$ cat src/rtl/operand_feeder_pkg.sv
// Shared sizing and FSM encoding for the operand feeder and its systolic array neighbours.
package systolic_pkg;
   localparam int DATA_WIDTH = 32;
   localparam int N          = 3;
   localparam int M          = 3;
   localparam int IDX_W      = 2;

   typedef enum logic [1:0] {
      IDLE = 2'd0,
      RUN  = 2'd1,
      DONE = 2'd2
   } feeder_state_e;
endpackage

$ cat src/rtl/operand_feeder_if.sv
// Host load channel of the operand feeder: valid/ready handshake carrying one matrix element.
interface operand_feeder_if #(
   parameter int DATA_WIDTH = systolic_pkg::DATA_WIDTH
);
   logic                  ld_valid;
   logic                  ld_ready;
   logic                  ld_sel;
   logic [1:0]            ld_row;
   logic [1:0]            ld_col;
   logic [DATA_WIDTH-1:0] ld_data;

   modport master (output ld_valid, ld_sel, ld_row, ld_col, ld_data, input ld_ready);
   modport slave  (input ld_valid, ld_sel, ld_row, ld_col, ld_data, output ld_ready);
endinterface

$ cat src/rtl/operand_feeder_lane.sv
// One feeder lane: read pointer, exhausted flag and show-ahead head mux over N stored words.
// Head follows the pointer with zero latency; reads on an exhausted lane or outside RUN are ignored.
module feeder_lane #(
   parameter int DATA_WIDTH = 32,
   parameter int N          = 3
) (
   input  logic                  clk,
   input  logic                  rst,
   input  logic                  clr,
   input  logic                  run,
   input  logic                  read_en,
   input  logic [DATA_WIDTH-1:0] words [N],
   output logic [DATA_WIDTH-1:0] head,
   output logic                  exhausted_nxt
`ifdef FEEDER_OVERRUN_DET_EN
   ,
   output logic                  err
`endif
);
   localparam int              PTR_W   = $clog2(N + 1);
   localparam logic [PTR_W-1:0] PTR_END = PTR_W'(N);

   logic [PTR_W-1:0] ptr_q, ptr_d;
   logic             exhausted;

   assign exhausted = (ptr_q == PTR_END);

   always_comb begin
      ptr_d = ptr_q;
      if (clr) begin
         ptr_d = '0;
      end else if (run && read_en && !exhausted) begin
         ptr_d = ptr_q + 1'b1;
      end
   end

   assign exhausted_nxt = (ptr_d == PTR_END);

`ifdef FEEDER_OVERRUN_DET_EN
   assign err = read_en && (!run || exhausted);
`endif

   // An exhausted pointer matches no word, so the head falls to zero on its own.
   always_comb begin
      head = '0;
      for (int k = 0; k < N; k++) begin
         if (run && (ptr_q == PTR_W'(k))) head = words[k];
      end
   end

   always_ff @(posedge clk or negedge rst) begin
      if (!rst) ptr_q <= '0;
      else      ptr_q <= ptr_d;
   end
endmodule

$ cat src/rtl/operand_feeder.sv
// Streams preloaded A rows and B columns into a systolic array, one show-ahead word per lane.
// Sticky overrun detection is compiled in only when FEEDER_OVERRUN_DET_EN is defined.
module operand_feeder #(
   parameter int DATA_WIDTH = systolic_pkg::DATA_WIDTH,
   parameter int N          = systolic_pkg::N,
   parameter int M          = systolic_pkg::M
) (
   input  logic                  clk,
   input  logic                  rst,
   operand_feeder_if.slave       ld,
   input  logic                  start,
   input  logic [N-1:0]          A_read_en,
   input  logic [M-1:0]          B_read_en,
   output logic [DATA_WIDTH-1:0] A_in,
   output logic [DATA_WIDTH-1:0] A_in_1,
   output logic [DATA_WIDTH-1:0] A_in_2,
   output logic [DATA_WIDTH-1:0] B_in,
   output logic [DATA_WIDTH-1:0] B_in_1,
   output logic [DATA_WIDTH-1:0] B_in_2,
   output logic                  finished,
   output logic                  overrun
);
   import systolic_pkg::*;

   feeder_state_e         state_q, state_d;
   logic                  finished_q, finished_d;
   logic [DATA_WIDTH-1:0] a_q    [N][N];
   logic [DATA_WIDTH-1:0] a_d    [N][N];
   logic [DATA_WIDTH-1:0] b_q    [N][M];
   logic [DATA_WIDTH-1:0] b_d    [N][M];
   logic [DATA_WIDTH-1:0] b_cols [M][N];
   logic [DATA_WIDTH-1:0] a_head [N];
   logic [DATA_WIDTH-1:0] b_head [M];
   logic [N-1:0]          a_exh_nxt;
   logic [M-1:0]          b_exh_nxt;
   logic                  run, ld_ready, ld_acc, ld_in_range, ld_wr, start_acc;
`ifdef FEEDER_OVERRUN_DET_EN
   logic [N-1:0]          a_err;
   logic [M-1:0]          b_err;
   logic                  overrun_q, overrun_d;
`endif

   assign run         = (state_q == RUN);
   assign ld_ready    = !run;
   assign ld.ld_ready = ld_ready;
   assign ld_acc      = ld.ld_valid && ld_ready;
   assign start_acc   = start && !run;
   assign ld_in_range = (int'(ld.ld_row) < N) &&
                        (ld.ld_sel ? (int'(ld.ld_col) < M) : (int'(ld.ld_col) < N));
   // Out-of-range loads are handshaken but leave storage and FSM untouched.
   assign ld_wr       = ld_acc && ld_in_range;

   always_comb begin
      a_d = a_q;
      b_d = b_q;
      if (ld_wr) begin
         if (ld.ld_sel) b_d[ld.ld_row][ld.ld_col] = ld.ld_data;
         else           a_d[ld.ld_row][ld.ld_col] = ld.ld_data;
      end
   end

   always_comb begin
      for (int j = 0; j < M; j++) begin
         for (int k = 0; k < N; k++) b_cols[j][k] = b_q[k][j];
      end
   end

   // RUN ends on the edge that consumes the last word, so finished rises right after it.
   always_comb begin
      state_d = state_q;
      case (state_q)
         IDLE:    if (start) state_d = RUN;
         RUN:     if (&{a_exh_nxt, b_exh_nxt}) state_d = DONE;
         DONE:    if (start) state_d = RUN;
                  else if (ld_wr) state_d = IDLE;
         default: state_d = IDLE;
      endcase
      finished_d = (state_d == DONE);
   end

   always_ff @(posedge clk or negedge rst) begin
      if (!rst) begin
         state_q    <= IDLE;
         finished_q <= 1'b0;
         for (int i = 0; i < N; i++) begin
            for (int j = 0; j < N; j++) a_q[i][j] <= '0;
            for (int j = 0; j < M; j++) b_q[i][j] <= '0;
         end
      end else begin
         state_q    <= state_d;
         finished_q <= finished_d;
         a_q        <= a_d;
         b_q        <= b_d;
      end
   end

   for (genvar i = 0; i < N; i++) begin : g_a_lane
      feeder_lane #(.DATA_WIDTH(DATA_WIDTH), .N(N)) u_lane (
         .clk           (clk),
         .rst           (rst),
         .clr           (start_acc),
         .run           (run),
         .read_en       (A_read_en[i]),
         .words         (a_q[i]),
         .head          (a_head[i]),
         .exhausted_nxt (a_exh_nxt[i])
`ifdef FEEDER_OVERRUN_DET_EN
         ,
         .err           (a_err[i])
`endif
      );
   end

   for (genvar j = 0; j < M; j++) begin : g_b_lane
      feeder_lane #(.DATA_WIDTH(DATA_WIDTH), .N(N)) u_lane (
         .clk           (clk),
         .rst           (rst),
         .clr           (start_acc),
         .run           (run),
         .read_en       (B_read_en[j]),
         .words         (b_cols[j]),
         .head          (b_head[j]),
         .exhausted_nxt (b_exh_nxt[j])
`ifdef FEEDER_OVERRUN_DET_EN
         ,
         .err           (b_err[j])
`endif
      );
   end

`ifdef FEEDER_OVERRUN_DET_EN
   // A start that is taken wins over a same-cycle stray read.
   always_comb begin
      overrun_d = overrun_q;
      if (start_acc)             overrun_d = 1'b0;
      else if (|{a_err, b_err})  overrun_d = 1'b1;
   end

   always_ff @(posedge clk or negedge rst) begin
      if (!rst) overrun_q <= 1'b0;
      else      overrun_q <= overrun_d;
   end

   assign overrun = overrun_q;
`else
   assign overrun = 1'b0;
`endif

   assign A_in     = a_head[0];
   assign A_in_1   = a_head[1];
   assign A_in_2   = a_head[2];
   assign B_in     = b_head[0];
   assign B_in_1   = b_head[1];
   assign B_in_2   = b_head[2];
   assign finished = finished_q;
endmodule

$ cat src/flat_wrapper.sv
// flat-port wrapper written by rule: the top's interface ports become plain ports
module operand_feeder_flat import systolic_pkg::*;
#(
   parameter int DATA_WIDTH = systolic_pkg::DATA_WIDTH,
   parameter int N          = systolic_pkg::N,
   parameter int M          = systolic_pkg::M
)
  (clk, rst, start, A_read_en, B_read_en, A_in, A_in_1, A_in_2, B_in, B_in_1, B_in_2, finished, overrun, ld_ld_valid, ld_ld_sel, ld_ld_row, ld_ld_col, ld_ld_data, ld_ld_ready);
  operand_feeder_if #(.DATA_WIDTH(DATA_WIDTH)) ld_i ();
  input  logic clk;
  input  logic rst;
  input  logic start;
  input  logic [N-1:0] A_read_en;
  input  logic [M-1:0] B_read_en;
  output logic [DATA_WIDTH-1:0] A_in;
  output logic [DATA_WIDTH-1:0] A_in_1;
  output logic [DATA_WIDTH-1:0] A_in_2;
  output logic [DATA_WIDTH-1:0] B_in;
  output logic [DATA_WIDTH-1:0] B_in_1;
  output logic [DATA_WIDTH-1:0] B_in_2;
  output logic finished;
  output logic overrun;
  input wire logic [$bits(ld_i.ld_valid)-1:0] ld_ld_valid;
  input wire logic [$bits(ld_i.ld_sel)-1:0] ld_ld_sel;
  input wire logic [$bits(ld_i.ld_row)-1:0] ld_ld_row;
  input wire logic [$bits(ld_i.ld_col)-1:0] ld_ld_col;
  input wire logic [$bits(ld_i.ld_data)-1:0] ld_ld_data;
  output wire logic [$bits(ld_i.ld_ready)-1:0] ld_ld_ready;
  assign ld_i.ld_valid = ld_ld_valid;
  assign ld_i.ld_sel = ld_ld_sel;
  assign ld_i.ld_row = ld_ld_row;
  assign ld_i.ld_col = ld_ld_col;
  assign ld_i.ld_data = ld_ld_data;
  assign ld_ld_ready = ld_i.ld_ready;
  operand_feeder #(.DATA_WIDTH(DATA_WIDTH), .N(N), .M(M)) u_core (.clk(clk), .rst(rst), .ld(ld_i), .start(start), .A_read_en(A_read_en), .B_read_en(B_read_en), .A_in(A_in), .A_in_1(A_in_1), .A_in_2(A_in_2), .B_in(B_in), .B_in_1(B_in_1), .B_in_2(B_in_2), .finished(finished), .overrun(overrun));
endmodule
$ cat config.mk
export PLATFORM = sky130hd
export DESIGN_NAME = operand_feeder_flat
export DESIGN_NICKNAME = d
export VERILOG_FILES = /design/src/rtl/operand_feeder_pkg.sv /design/src/rtl/operand_feeder_if.sv /design/src/rtl/operand_feeder_lane.sv /design/src/rtl/operand_feeder.sv /design/src/flat_wrapper.sv
export SDC_FILE = /design/constraint.sdc
export NUM_CORES = 1
export LEC_CHECK = 0
export CORE_MARGIN = 1.5
export CORE_UTILIZATION = 51
export DETAILED_ROUTE_END_ITERATION = 6
export DONT_BUFFER_PORTS = 1
export PLACE_DENSITY_LB_ADDON = 0.25
export SLEW_MARGIN = 20
export SYNTH_ARGS = -nofsm -noshare
export SYNTH_HDL_FRONTEND = slang
export SYNTH_SLANG_ARGS = --single-unit
$ cat constraint.sdc
create_clock -name clk -period 2.61 [get_ports clk]
set_clock_uncertainty 0.05 [all_clocks]
set_input_delay 0.261 -clock clk [delete_from_list [all_inputs] [get_ports clk]]
set_output_delay 0.261 -clock clk [all_outputs]
set_load 0.005 [all_outputs]
; ---- Word-level counts from Yosys, hierarchy flattened
; Cells that the tools add are included.
[classes]
bitwise = 3
magnitude_cmp = 6
add_sub_neg = 6
n_reduce_logical = 53
eq_ne = 27
n_mux = 41
[op_table]
columns = op, n
row1 = two-way mux 32 bit, 19
row2 = bitwise mux 288 bit, 2
row3 = demux 96 bit (select 2 bit), 1
row4 = two-way mux 96 bit, 1
row5 = demux 32 bit (select 2 bit), 1
row6 = equality test 2 bit (second input constant), 20
row7 = logical AND 1 bit, 36
row8 = two-way mux 2 bit, 16
row9 = equality test 2 x 1 -> 1 bit (second input constant), 7
row10 = logical NOT 2 bit, 7
row11 = adder 2 x 1 -> 2 bit (second input constant), 6
row12 = logical NOT 1 bit, 7
row13 = >= comparator 3 bit (second input constant), 2
row14 = < comparator 3 x 1 -> 1 bit (second input constant), 2
row15 = inverter 2 -> 3 bit, 2
row16 = one-hot mux 2 bit (3 select lines), 1
row17 = AND reduction 6 bit, 1
row18 = < comparator 2 bit (second input constant), 2
row19 = AND reduction 2 bit, 2
row20 = inverter 1 bit, 1
[word_totals]
in_bits = 47
register_bits = 591

; ---- Longest topological paths before layout
; Gate-level depths: netlist (run 1).
[logic_depth]
depth_word = 10
mapped_depth = 9
ltp_nobuf = 7

; ---- By module
; Synthesis (run 1) repeated with hierarchy kept, for this count alone.
[hier_totals]
cells_unflattened = 2061
hier_area_um2 = 28762.6
[by_module_without_submodules]
columns = module, seq_area_each_um2, area_each_um2, instances, cells_per_inst
row1 = operand_feeder, 14488.9, 21883.5, 1, 1287
row2 = feeder_lane (u_core.g_a_lane[2].u_lane ...), 50.0, 1138.6, 4, 129
row3 = feeder_lane (u_core.g_a_lane[0].u_lane ...), 50.0, 1162.4, 2, 129

; ---- Worst setup path after synthesis (run 1)
; Ideal clock, no wire load.
[synth_path]
path_kind = register to output
start = register u_core.state_q[1]
end = output port A_in[11]
slack_ns = 0.451
arrival_time_ns = 1.848
required_time_ns = 2.299
path_stages_with_launch = 10
cell_sequence = dfrtp_1 buf_4 nor2b_4 buf_2 buf_2 and2_1 clkbuf_1 clkbuf_1 a22oi_1 o21ai_0
[synth_between]
elab_chain_cells = 5
word_cells_on_any_way = 7
cone_classes = eq/ne (1) / mux (3) / reduce/logical (3)
[synth_rtl]
columns = element, line
row1 = start: declaration, operand_feeder.sv:25  ; feeder_state_e state_q, state_d;
row2 = start signal: assignment, operand_feeder.sv:90  ; state_q <= state_d;
row3 = equality test 2 x 1 -> 1 bit *, operand_feeder.sv:43  ; assign run = (state_q == RUN);
row4 = logical AND 1 bit, operand_feeder_lane.sv:47  ; if (run && (ptr_q == PTR_W'(k))) head = words[k];
row5 = two-way mux 32 bit (2 in series), operand_feeder_lane.sv:47
row6 = two-way mux 32 bit *, operand_feeder_lane.sv:47
row7 = end: declaration, flat_wrapper.sv:15  ; output logic [DATA_WIDTH-1:0] A_in;
; Mark *: on every way between the ends. The rest lies on a longest branch, timed or not.

; ---- Worst setup path in the final report (run 1)
[layout_path]
start = register u_core.state_q[1]
end = output port B_in[23]
[layout_between]
elab_chain_cells = 5
word_cells_on_any_way = 7
cone_classes = eq/ne (1) / mux (3) / reduce/logical (3)
[layout_rtl]
columns = element, line
row1 = equality test 2 x 1 -> 1 bit *, operand_feeder.sv:43
row2 = logical AND 1 bit, operand_feeder_lane.sv:47
row3 = two-way mux 32 bit (2 in series), operand_feeder_lane.sv:47
row4 = two-way mux 32 bit *, operand_feeder_lane.sv:47
row5 = end: declaration, flat_wrapper.sv:18  ; output logic [DATA_WIDTH-1:0] B_in;
; Marks and branches as above.

==> results of run 1 <==
per-stage QoR:
stage               utilization  std cells
finish                    0.672       3061
global route              0.672       3060
CTS                       0.638       2999
detailed placement        0.565       2808
global placement          0.565       2808
floorplan                     -       2074
final timing paths:
kind                                                                 to  slack, ps  depth (start not counted)
min in group clk           u_core.g_b_lane[2].u_lane.ptr_q[1]$_DFF_PN0_         50                          2
hold reg to reg                            u_core.b_cols[8]$_DFFE_PN0P_        450                          1
setup / recovery                                               B_in[23]       -210                          8
setup reg to reg                              u_core.finished$_DFF_PN0_        110                          8
hold / removal                              u_core.a_q[121]$_DFFE_PN0P_       -710                          0
max in group asynchronous                    u_core.a_q[91]$_DFFE_PN0P_       1660                          0
area by class of cell:
type,count,area share
clock inverter,14,0.00465
antenna,2,0.000148
sequential,591,0.436
inverter,14,0.00170
timing repair buffer,384,0.129
multi-input combinational,1288,0.349
clock buffer,96,0.0539
tap,672,0.0248
layout by cell type (no fill, tap or decap), types with 7 or more instances in the layout:
cell type / instances
a22oi_1: 75
a22oi_2: 118
and2_4: 14
buf_12: 32
buf_16: 19
buf_4: 232
buf_6: 27
buf_8: 8
clkbuf_1: 19
clkbuf_16: 89
clkbuf_8: 15
clkinv_2: 8
dfrtp_1: 589
dlygate4sd3_1: 38
ha_1: 20
inv_1: 7
mux2_1: 13
mux2_2: 566
nand2_1: 201
nand2_2: 9
nor2b_4: 7
o21ai_0: 7
o21ai_1: 105
o21ai_2: 79
o21ai_4: 8
repair_timing:
item                                    4_1_cts  5_1_grt
cloned                                       15       38
setup buffers                                28       22
pin swaps                                    39      139
hold endpoints to repair                   1181      591
resized for setup                           310      202
endpoints found under the setup margin      186      192
metal layers:
layer | GRT usage | share of wire | up-vias
met1 | 0.385 | 0.41 | 10048
met5 | 0 | 0.00030 | -
li1 | - | - | 7996
met2 | 0.463 | 0.47 | 696
met3 | 0.0630 | 0.073 | 187
met4 | 0.105 | 0.047 | 4
power by group:
group / leakage [nW] / internal, mW / switching [mW]
Sequential: 8.21 / 9.36 / 0.166
Combinational: 7.18 / 4.09 / 5.72
Clock: 0.976 / 4.99 / 3.66
Total: 16.4 / 18.4 / 9.54
worst max-delay path, delay by kind of cell, from the launching register on:
kind	cells	cell delay [ps]
and+or+nand+nor	2	450
DFF	1	410
AOI/OAI and AO/OA	2	360
buffers and inverters	4	640
flip-flops by register name, indices dropped and copies added, names as in the netlist:
name	cells
u_core.b_cols	288
u_core.a_q	288
u_core.g_b_lane.u_lane.ptr_q	6
u_core.finished	1
u_core.state_q	2
u_core.g_a_lane.u_lane.ptr_q	6
kinds of logic after synthesis:
logic type      count (synthesis)  synth area share
simple gates                  267            0.0446
other cells                     1          0.000143
compound gates                411            0.0998
fa+ha+maj                      24            0.0114
mux                           582             0.249
xor+xnor                        1          0.000334
flops                         591             0.563
buf+inv                       197            0.0309
==> impl_metrics.env, run 1 <==
export IMPL_grt_max_degree=592
export IMPL_synth_cell_types=44
export IMPL_viasPerCell=6.18
export IMPL_yosysTopAreaCellShare=0.563
export IMPL_die_h_microns=230
export IMPL_io_buffers=0
export IMPL_synth_edf_count=0
export IMPL_violations="negative hold slack, max-slew violations, negative setup slack"
export IMPL_synth_top_area_cell="dfrtp_1"
export IMPL_cts_tree="done"
export IMPL_io_pin_count=242
export IMPL_drive_gt1_frac=0.530
export IMPL_grt_overflow=0
export IMPL_wl_per_cell_microns=28.3
export IMPL_cp_required_ps=2300
export IMPL_drt_iter0_drc=1560
export IMPL_r2r_start="u_core.state_q[1]$_DFF_PN0_"
export IMPL_root_buffer="clkbuf_16"
export IMPL_cp_slowest_cell="dfrtp_1"
export IMPL_grt_pass1_vias=18522
export IMPL_slew_violations=317
export IMPL_hold_slack_ps=-709
export IMPL_power_mw=28.0
export IMPL_crit_path_end_kind="output port"
export IMPL_yosysWarningCount=0
export IMPL_slew_limit_headroom=-0.324
export IMPL_setup_tns_final_ps=-12870
export IMPL_slowest_delay_ps=410
export IMPL_areaGrowthSynthToFinish_pct=29.2
export IMPL_crit_start="u_core.state_q[1]$_DFF_PN0_"
export IMPL_cp_start_kind="register"
export IMPL_path_class="register to output port"
export IMPL_powerDensity_nw_per_um2=825
export IMPL_die_w_microns=230
export IMPL_cts_hold_buf=38
export IMPL_synthTopCellsByCount="591 x dfrtp_1, 566 x mux2_2, 214 x nand2_1, 193 x a22oi_1, 182 x o21ai_0"
export IMPL_seq_area_frac_synth=0.563
export IMPL_place_area_sq_um=28500
export IMPL_grtUsageTotal=0.288
export IMPL_clk_pin_slew_ps=60
export IMPL_cp_max_fo=8
export IMPL_grt_antenna_before_repair=4
export IMPL_async_reset_ff_frac=1.00
export IMPL_postSynthAreaPerCell_sq_um=12.7
export IMPL_dr_pass1_iters=5
export IMPL_hold_viol=591
export IMPL_fillers=3506
export IMPL_place_congestion=0.789
export IMPL_synth_most_common_cell="dfrtp_1"
export IMPL_cp_arrival_ps=2500
export IMPL_ant_nets=0
export IMPL_setup_ws_ps=-205
export IMPL_crit_chain="nor2b_4 > buf_12 > clkbuf_16 > and2_4 > buf_16 > a22oi_2 > o21ai_2 > buf_4"
export IMPL_synthesis_nets=2145
export IMPL_hold_class="input port to async pin"
export IMPL_multi_input_area_sq_um=11900
export IMPL_period_minus_slack_ps=2820
export IMPL_setup_viol=182
export IMPL_cts_buffer_depth=3
export IMPL_max_cap_viol_count=0
export IMPL_status="finished with violations"
export IMPL_syn_inst=2074
export IMPL_ff_latch_area_sq_um=14800
export IMPL_finalCritPeriodShare=1.08
export IMPL_drc=0
export IMPL_rsz0062_at_grt="true"
export IMPL_core_area_sq_um=50500
export IMPL_worst_slew_pin_slew_ps=1990
export IMPL_htreeDepth=2
export IMPL_via_count=18931
export IMPL_pre_cts_slack_ps=253
export IMPL_clock_sink_count=591
export IMPL_finalInstanceArea_sq_um=33900
export IMPL_wl_microns=86600
export IMPL_ys_seq_elements=591
export IMPL_synth_flop_cell="dfrtp_1"
export IMPL_grt_pass1_wl_microns=115000
export IMPL_start_util=0.520
export IMPL_fmax_mhz=355
export IMPL_irDropWorstVdd_mv=0.573
export IMPL_clk_latency_ps=630
export IMPL_syn_area_sq_um=26300
export IMPL_synthTopCellsByArea="dfrtp_1 56%, mux2_2 24%, a22oi_1 5.5%"
export IMPL_dp_hpwl_microns=43500
export IMPL_leakage_nw=16.4
export IMPL_nets=2411
export IMPL_rows=82
export IMPL_die_area_sq_um=52900
export IMPL_cts_buffers=61
Note: power is estimated with default switching activity, not from simulation.
==> run 2: changes to the inputs <==
--- a/constraint.sdc
+++ b/constraint.sdc
@@ -4,2 +4,2 @@
 set_output_delay 0.261 -clock clk [all_outputs]
-set_load 0.005 [all_outputs]
+set_load 0.1 [all_outputs]
==> run 2 against run 1 <==
The run still ends with negative hold slack, max-slew violations, negative setup slack left. Total power is 6.0% lower. Via count is 3.5% lower. Critical path type unchanged. Combinational power is 14% lower. Fmax is 0.49% higher. Register-to-register slack got worse by 50 ps. Cell count decreased by 0.91%. Clock-buffer cell count fell by 5. Sequential cell count is the same. Sequential share of layout area is 3.7 points lower. Setup slack improved by 14 ps. First-iteration DRC count down 1.3%. Largest cell class unchanged. Clock power down 3.8%.
==> impl_metrics.env, run 2 (synthesized netlist as in run 1, its figures left out) <==
export IMPL_stdcell_count=3033
export IMPL_wl_per_cell_microns=25.3
export IMPL_multi_input_area_sq_um=13300
export IMPL_cp_required_ps=2300
export IMPL_ant_nets=0
export IMPL_htreeDepth=2
export IMPL_die_w_microns=230
export IMPL_violations="negative hold slack, max-slew violations, negative setup slack"
export IMPL_dr_wl_met3_microns=3710
export IMPL_period_minus_slack_ps=2800
export IMPL_final_common_cell="dfrtp_1"
export IMPL_cp_arrival_ps=2490
export IMPL_grt_pass1_wl_microns=114000
export IMPL_hold_viol=591
export IMPL_ff_latch_area_sq_um=14800
export IMPL_fmax_mhz=357
export IMPL_cts_tree="done"
export IMPL_dp_hpwl_microns=43300
export IMPL_core_area_sq_um=50500
export IMPL_setup_viol=192
export IMPL_cts_buffers=58
export IMPL_cp_max_fo=16
export IMPL_wl_microns=76600
export IMPL_wl_met1_microns=31600
export IMPL_grt_pass1_vias=19252
export IMPL_crit_path_end_kind="output port"
export IMPL_hold_class="input port to async pin"
export IMPL_irDropWorstVdd_mv=0.513
export IMPL_die_area_sq_um=52900
export IMPL_r2r_slack_ps=60
export IMPL_pre_cts_slack_ps=168
export IMPL_dr_pass1_iters=5
export IMPL_powerDensity_nw_per_um2=709
export IMPL_finalCritPeriodShare=1.07
export IMPL_wl_met2_microns=38200
export IMPL_status="finished with violations"
export IMPL_grt_antenna_before_repair=10
export IMPL_max_cap_viol_count=0
export IMPL_path_class="register to output port"
export IMPL_io_buffers=0
export IMPL_viasPerCell=6.02
export IMPL_die_h_microns=230
export IMPL_cp_start_kind="register"
export IMPL_leakage_nw=16.9
export IMPL_slew_limit_headroom=-0.511
export IMPL_via_count=18270
export IMPL_io_pin_count=242
export IMPL_clk_pin_slew_ps=60
export IMPL_worst_slew_pin_slew_ps=2270
export IMPL_dr_max_layer_used="met5"
export IMPL_nets=2383
export IMPL_clk_latency_ps=620
export IMPL_drc=0
export IMPL_hold_slack_ps=-688
export IMPL_fillers=3003
export IMPL_root_buffer="clkbuf_16"
export IMPL_start_util=0.520
export IMPL_rows=82
export IMPL_cts_buffer_depth=3
export IMPL_drt_iter0_drc=1539
export IMPL_setup_ws_ps=-192
export IMPL_dpl_cell_count=2821
export IMPL_slew_violations=350
export IMPL_cts_hold_buf=41
export IMPL_grt_overflow=0
export IMPL_areaGrowthSynthToFinish_pct=41.3
export IMPL_place_congestion=0.824
export IMPL_grtUsageTotal=0.279
export IMPL_final_cell_mix="589 x dfrtp_1, 566 x mux2_2, 225 x buf_12"
export IMPL_rsz0062_at_grt="true"
export IMPL_clock_sink_count=591
export IMPL_drive_gt1_frac=0.559
export IMPL_grt_max_degree=592
[run 2: cell count changes in the layout (fill, tap and decap cells not counted), sizes merged, moves of 2 or more]
cell | before | now
bufbuf | 0 | 2
and2 | 14 | 12
dlygate4sd3 | 38 | 41
clkbuf | 123 | 99
buf | 319 | 309
inv | 16 | 14
diode | 2 | 4
[run 2: layout make-up]
| type | instances | share of cell area |
|---|---|---|
| antenna | 4 | 0.000270 |
| inverter | 14 | 0.00162 |
| sequential | 591 | 0.399 |
| timing repair buffer | 361 | 0.168 |
| multi-input combinational | 1286 | 0.359 |
| tap | 672 | 0.0227 |
| clock inverter | 14 | 0.00398 |
| clock buffer | 91 | 0.0463 |
[run 2: critical path: stages, from the launching register on]
cell	delay (ps)
dfrtp_1	420
nor2b_4	160
buf_4	140
buf_8	120
and2_2	260
buf_12	200
a22oi_1	100
o21ai_2	240
buf_12	210
[run 2: worst paths after layout]
path	startpoint	end	depth (start not counted)
setup / recovery	u_core.state_q[1]$_DFF_PN0_	A_in[31]	8
hold / removal	rst	u_core.a_q[213]$_DFFE_PN0P_	0
setup reg to reg	u_core.state_q[1]$_DFF_PN0_	u_core.finished$_DFF_PN0_	9
hold reg to reg	u_core.b_cols[60]$_DFFE_PN0P_	u_core.b_cols[60]$_DFFE_PN0P_	1
max in group asynchronous	rst	u_core.a_q[145]$_DFFE_PN0P_	0
min in group clk	B_read_en[2]	u_core.g_b_lane[2].u_lane.ptr_q[0]$_DFF_PN0_	2
[run 2: repair_timing]
item                                     CTS  global route
hold endpoints to repair                1181           591
endpoints found under the setup margin   192           577
gates resized for setup                   89           121
gates cloned                              14            10
setup buffers                             29            11
pin swaps                                 27            81
[run 2: where the power goes]
part / switching, mW / internal, mW
clock network: 3.52 / 4.79
registers: 0.187 / 9.36
logic: 5.22 / 3.24
[run 2: stage by stage]
step	setup TNS [ps]	util	instance area, sq um	total power [mW]	hold slack (ps)
after floorplan	-25500	-	28100	13.1	-84.6
after global placement	0	0.655	33100	15.1	-57.3
after detailed placement	0	0.655	33100	15.2	-60.3
after CTS	-20300	0.720	36400	25.4	-709
after global routing	-35530	0.735	37100	27.1	-711
final	-24860	0.735	37100	26.3	-688
[run 2: per-layer routing]
metal / up-vias / global-route usage
li1: 7935 / -
met1: 9632 / 0.369
met2: 550 / 0.454
met3: 145 / 0.0475
met4: 8 / 0.121
met5: - / 0
